==> src/rtl/pb_input_frontend.sv <==
// rtl/pb_input_frontend.sv - pushbutton synchroniser, debouncer, edge strobes and last-key encoder
// Optional auto-repeat of key_strobe is enabled by defining PB_AUTOREPEAT_EN.
module pb_input_frontend #(
    parameter int NUM_PB        = 21,
    parameter int DB_CYCLES     = 10000,
    parameter int DB_W          = 16,
    parameter int REPEAT_DELAY  = 5000000,
    parameter int REPEAT_PERIOD = 1000000,
    localparam int KW           = (NUM_PB > 1) ? $clog2(NUM_PB) : 1
) (
    input  logic              clk,
    input  logic              nrst,
    input  logic              cs,
    input  logic [NUM_PB-1:0] pb_raw,
    output logic [NUM_PB-1:0] pb_level,
    output logic [NUM_PB-1:0] pb_rise,
    output logic              key_valid,
    output logic              key_strobe,
    output logic [KW-1:0]     key_idx
);

    localparam logic [DB_W-1:0] DB_LAST = DB_W'(DB_CYCLES - 1);

    logic              rst;
    logic [NUM_PB-1:0] s1_q, s1_d, s2_q, s2_d;
    logic [NUM_PB-1:0] level_q, level_d, rise_q, rise_d;
    logic [DB_W-1:0]   cnt_q [NUM_PB];
    logic [DB_W-1:0]   cnt_d [NUM_PB];
    logic              key_valid_q, key_valid_d;
    logic              key_strobe_q, key_strobe_d;
    logic [KW-1:0]     key_idx_q, key_idx_d;
    logic [KW-1:0]     low_idx;

    assign rst = !nrst || !cs;

    // Counter only runs while the synchronised pin disagrees with the accepted level.
    always_comb begin
        s1_d    = pb_raw;
        s2_d    = s1_q;
        level_d = level_q;
        for (int i = 0; i < NUM_PB; i++) begin
            cnt_d[i] = '0;
            if (s2_q[i] != level_q[i]) begin
                if (cnt_q[i] == DB_LAST) begin
                    level_d[i] = s2_q[i];
                end else begin
                    cnt_d[i] = cnt_q[i] + 1'b1;
                end
            end
        end
        rise_d      = level_d & ~level_q;
        key_valid_d = |level_q;
    end

    always_comb begin
        low_idx = '0;
        for (int i = NUM_PB - 1; i >= 0; i--) begin
            if (rise_q[i]) begin
                low_idx = KW'(i);
            end
        end
    end

`ifdef PB_AUTOREPEAT_EN
    logic [31:0] rpt_cnt_q, rpt_cnt_d;
    logic        rpt_first_q, rpt_first_d;
    logic        rpt_active_q, rpt_active_d;
    logic        key_held;
    logic [31:0] rpt_last;

    always_comb begin
        key_held = 1'b0;
        for (int i = 0; i < NUM_PB; i++) begin
            if (key_idx_q == KW'(i)) begin
                key_held = level_q[i];
            end
        end
        rpt_last = rpt_first_q ? 32'(REPEAT_DELAY - 1) : 32'(REPEAT_PERIOD - 1);
    end

    // A fresh rise always wins over a due repeat and restarts the delay for the new key.
    always_comb begin
        key_strobe_d = 1'b0;
        key_idx_d    = key_idx_q;
        rpt_cnt_d    = rpt_cnt_q;
        rpt_first_d  = rpt_first_q;
        rpt_active_d = rpt_active_q;
        if (|rise_q) begin
            key_strobe_d = 1'b1;
            key_idx_d    = low_idx;
            rpt_cnt_d    = '0;
            rpt_first_d  = 1'b1;
            rpt_active_d = 1'b1;
        end else if (!key_held) begin
            rpt_active_d = 1'b0;
            rpt_cnt_d    = '0;
        end else if (rpt_active_q) begin
            if (rpt_cnt_q == rpt_last) begin
                key_strobe_d = 1'b1;
                rpt_cnt_d    = '0;
                rpt_first_d  = 1'b0;
            end else begin
                rpt_cnt_d = rpt_cnt_q + 32'd1;
            end
        end
    end

    always_ff @(posedge clk) begin
        if (rst) begin
            rpt_cnt_q    <= '0;
            rpt_first_q  <= 1'b0;
            rpt_active_q <= 1'b0;
        end else begin
            rpt_cnt_q    <= rpt_cnt_d;
            rpt_first_q  <= rpt_first_d;
            rpt_active_q <= rpt_active_d;
        end
    end
`else
    always_comb begin
        key_strobe_d = |rise_q;
        key_idx_d    = (|rise_q) ? low_idx : key_idx_q;
    end

    // Repeat timing parameters are accepted for a uniform interface but have no effect here.
    if (REPEAT_DELAY < 0 || REPEAT_PERIOD < 0) begin : g_repeat_unused
    end
`endif

    always_ff @(posedge clk) begin
        if (rst) begin
            s1_q         <= '0;
            s2_q         <= '0;
            level_q      <= '0;
            rise_q       <= '0;
            key_valid_q  <= 1'b0;
            key_strobe_q <= 1'b0;
            key_idx_q    <= '0;
            for (int i = 0; i < NUM_PB; i++) begin
                cnt_q[i] <= '0;
            end
        end else begin
            s1_q         <= s1_d;
            s2_q         <= s2_d;
            level_q      <= level_d;
            rise_q       <= rise_d;
            key_valid_q  <= key_valid_d;
            key_strobe_q <= key_strobe_d;
            key_idx_q    <= key_idx_d;
            for (int i = 0; i < NUM_PB; i++) begin
                cnt_q[i] <= cnt_d[i];
            end
        end
    end

    assign pb_level   = level_q;
    assign pb_rise    = rise_q;
    assign key_valid  = key_valid_q;
    assign key_strobe = key_strobe_q;
    assign key_idx    = key_idx_q;

endmodule

==> config.mk <==
export PLATFORM = sky130hd
export DESIGN_NAME = pb_input_frontend
export DESIGN_NICKNAME = d
export VERILOG_FILES = /design/src/rtl/pb_input_frontend.sv
export SDC_FILE = /design/constraint.sdc
export NUM_CORES = 1
export LEC_CHECK = 0
export ABC_AREA = 1
export CORE_MARGIN = 8
export CORE_UTILIZATION = 35
export DETAILED_ROUTE_END_ITERATION = 8
export HOLD_SLACK_MARGIN = 0.05
export SLEW_MARGIN = 10
export SYNTH_ARGS = -nofsm -noshare
export SYNTH_HDL_FRONTEND = slang
export SYNTH_SLANG_ARGS = --single-unit
==> constraint.sdc <==
create_clock -name clk -period 2.5 [get_ports clk]
set_input_delay 0.375 -clock clk [delete_from_list [all_inputs] [get_ports clk]]
set_output_delay 0.375 -clock clk [all_outputs]
set_load 0.005 [all_outputs]
# ---- After elaboration in Yosys (flattened, before gate mapping)
# Memory sizes are Yosys's and may differ from the RTL's.
# Cells that the tools add are included.
dict set report op_classes {
  eq_ne 42
  n_bitwise 23
  n_div 0
  shift 0
  n_mux 129
  magnitude_cmp 0
  addsub 21
  n_mul 0
  n_reduce_logical 5
}
# cell n
set op_table {}
lappend op_table {{16-bit two-way mux} 63}
lappend op_table {{16-bit by 1-bit adder with 16-bit output, second input constant} 21}
lappend op_table {{16-bit by 14-bit == test with 1-bit output, second input constant} 21}
lappend op_table {{5-bit two-way mux} 21}
lappend op_table {{1-bit two-way mux} 45}
lappend op_table {{21-bit OR reduction} 2}
lappend op_table {{21-bit AND} 1}
lappend op_table {{1-bit != test} 21}
lappend op_table {{21-bit NOT} 1}
lappend op_table {{1-bit OR} 21}
lappend op_table {{1-bit zero test} 2}
lappend op_table {{1-bit logical OR} 1}
dict set report word_totals {
  reg_bits 91
  out_inout_bits 49
  mem_count 1
  latchBits 0
  ram_bits 336
  mem_bits_ro 0
  wordCells 228
}
# memory depth width rd rd_clocked_by_memory_dff wr line
set memory_table {}
lappend memory_table {cnt_q 21 16 21 0 21 27} ;# logic [DB_W-1:0] cnt_q [NUM_PB];

# ---- Logic depth before layout (Yosys ltp)
dict set report logic_depth {
  depth_word 21
  depth_mapped 21
}

# ---- Least setup slack after synthesis
# OpenSTA, ideal clock, no wires.
dict set report synth_timing {
  path_kind {reg-to-reg}
  start {memory cnt_q[1][0] (netlist: cnt_q[0][16])}
  end {memory cnt_q[1][14] (netlist: cnt_q[0][30])}
  synth_period_minus_slack_ns 1.766
  arrival_ns 1.647
  n_path_buf 0
  slack_ns 0.734
  stages_incl_launch_ff 15
  cell_sequence {dfxtp_1 ha_1 nand2_1 nor2_1 inv_1 nor2_1 nand2_1 inv_1 nand2_1 nor3_2 inv_1 nor4_2 nand2_1 o21ai_0 a21oi_1}
}
# item line
set synth_rtl {}
lappend synth_rtl {{from (decl)} 27}

==> results_dict.tcl <==
set metrics [dict create \
    outcome "complete, no violations" \
    synth-main-ff-cell "dfxtp_1" \
    synth_warnings 0 \
    period_share 0.8355 \
    place.port_buffers 72 \
    synth_common_cells "inv_1, dfxtp_1, nor2_1, nand2_1, a21oi_1" \
    syn_avg_cell_area_um2 7.424 \
    grt_overflow 0 \
    grt_pass1_vias 14151 \
    via_per_inst 4.613 \
    power_mw 14.15 \
    yosys-top-cells-area "dfxtp_1, inv_1, nor2_1" \
    netlist_area_mm2 0.01808 \
    area_growth_pct 18.28 \
    cts_buffers 47 \
    tritoncts "yes" \
    clkLatencyLatePin_ns 0.58 \
    synth-edff-count 0 \
    p_leak_nw 7.940 \
    crit_type "flip-flop to flip-flop" \
    fin_crit_ns 2.089 \
    multiInputGateArea_mm2 0.007766 \
    start_util 0.3531 \
    cts_resized 0 \
    fin_skew_ns 0.01744 \
    path_max_fanout 3 \
    syn_inst 2435 \
    drv_slew 0 \
    crit_arrival_ns 2.54 \
    drc 0 \
    synth-seq-cells 427 \
    cts_sinks 427 \
    die_h_um 243.3 \
    topRoutingLayerUsed "met4" \
    met3_length_mm 2.335 \
    clock_path_buffers 3 \
    ys_seq_area_frac 0.4728 \
    met1Wirelength_mm 18.31 \
    power_per_cell_area_mw_per_mm2 661.7 \
    vias 15097 \
    first_pass_iters 5 \
    finalHoldViolCount 0 \
    worstPathRequired_ns 2.96 \
    met2_length_mm 16.40 \
    core_area_mm2 0.05120 \
    drv_cap 0 \
    finalSetupTns_ns 0 \
    grtUsageTotal 0.1261 \
    grt_pass1_wl_mm 64.23 \
    rows 83 \
    ctsHoldBuffers 0 \
    gp_congestion 0.8331 \
    clk_pin_slew_ns 0.06 \
    fillers 5089 \
    placed_cell_area_mm2 0.01976 \
    min_from "pb_raw[3]" \
    ir_drop_v 0.0005753 \
    stdcell_count 3273 \
    fmax_mhz 478.8 \
    synth_largest_area_cell "dfxtp_1" \
    critPathLaunchType "flip-flop" \
    final-seq-area_mm2 0.008548 \
    endpoint_kind "flip-flop" \
    r2r_start "cnt_q[0][16]" \
    detail-route-antenna-nets 0 \
    num_io_pins 73 \
    drive_gt1_frac 0.07135 \
    relSlewSlack 0.6456 \
    synth_nets 2480 \
    rsz0062_at_grt "false" \
    synthArstFlopShare 0 \
    setup_viol_count_final 0 \
    cts_setup_buffers 0 \
    drt-total-wl_mm 37.95 \
    antenna_found_initial 0 \
    h-tree-depth 2 \
    drtIter0Drc 873 \
    die_w_um 243.3 \
    synth.top_cell.area_share 0.4728 \
    fin_area_mm2 0.02138 \
    hp-class "input pin to flip-flop" \
    dpl.hpwl_mm 28.27 \
    num_antenna_cells 0 \
    dieArea_mm2 0.05918 \
    tightest_slew_ns 0.5268 \
    wl_per_cell_um 11.59 \
    crit_start "cnt_q[0][16]" \
    grt_max_degree 37 \
    yosysMostFrequentCell "inv_1" \
    cts-root-buf "clkbuf_16" \
    synth_cell_type_count 49 \
    dp.cells 3187 \
    fin_nets 2601 \
]
-- cell usage in the layout (no fill, tap or decap), drive strengths merged, types with 3 or more instances in the layout --
| cell type | n |
|---|---|
| a31o | 3 |
| or4 | 3 |
| and3 | 7 |
| inv | 448 |
| bufinv | 6 |
| nand3 | 141 |
| nor2 | 395 |
| a211oi | 4 |
| nand4 | 38 |
| o21ai | 95 |
| xnor2 | 9 |
| o21a | 11 |
| nor4 | 42 |
| o21bai | 3 |
| xor2 | 32 |
| clkdlybuf4s50 | 72 |
| buf | 23 |
| or2 | 4 |
| a31oi | 12 |
| dfxtp | 427 |
| nand3b | 3 |
| nand2 | 372 |
| clkinv | 9 |
| nor3b | 42 |
| ha | 21 |
| nor3 | 130 |
| clkbuf | 70 |
| a21oi | 163 |
-- sequential cells by signal (all words and copies together), names as in the netlist --
register / flops
pb_rise: 21
key_valid: 1
s1_q: 21
s2_q: 21
key_idx: 5
cnt_q: 336
key_strobe: 1
pb_level: 21
-- critical path: stages, from the launching register on --
cell and delay (ns):
dfxtp_1 0.35, ha_1 0.18, nand2_1 0.07, nor2_1 0.15
inv_1 0.07, nor2_1 0.12, nand2_1 0.06, inv_1 0.07
nand2_1 0.09, nor3_2 0.17, inv_1 0.10, nor4_2 0.19
nand2_1 0.11, o21ai_0 0.18, a21oi_1 0.06
-- stage by stage --
step                hold WS, ns  utilization  worst slack [ns]
finish                   0.3222       0.4177            0.4113
global route             0.3208       0.4177           0.07043
CTS                      0.2875       0.4177            0.3751
detailed placement       0.4006       0.3860            0.3470
global placement         0.3968       0.3860            0.3523
floorplan                0.3936            -            0.7337
-- layout make-up --
cell class                 instances  area share
sequential                       427      0.3998
multi-input combinational       1538      0.3632
inverter                         447     0.07847
clock buffer                      70     0.06419
timing repair buffer              95     0.04295
tap                              680     0.03979
clock inverter                    16     0.01164
-- power by group --
part / switching (mW) / internal (mW) / leakage [nW] / total (mW)
registers: 0.00914 / 6.83 / 3.44 / 6.84
clock network: 2.77 / 4.42 / 0.799 / 7.19
logic: 0.0671 / 0.0573 / 3.70 / 0.124
-- cells by family after synthesis --
kind of cell / count (synthesis) / share of synthesized area
AO/OA/AOI/OAI: 296 / 0.08672
flip-flops: 427 / 0.4728
AND/OR/NAND/NOR: 1180 / 0.3081
buffers and inverters: 470 / 0.09800
XOR/XNOR: 41 / 0.01986
adder cells (fa/ha/maj): 21 / 0.01453
-- routing by layer --
| layer | global-route usage | up-vias |
|---|---|---|
| met5 | 0 | - |
| met4 | 0.03967 | 0 |
| met3 | 0.03260 | 59 |
| met2 | 0.2035 | 239 |
| met1 | 0.1632 | 6775 |
| li1 | - | 8024 |
-- final timing paths --
path,cells after the start,slack (ns),to
min,3,0.32,s1_q[3]
min reg2reg,2,0.41,s2_q[8]
max reg2reg,14,0.41,cnt_q[0][30]
max,14,0.41,cnt_q[0][30]
Note: power is estimated with default switching activity, not from simulation.
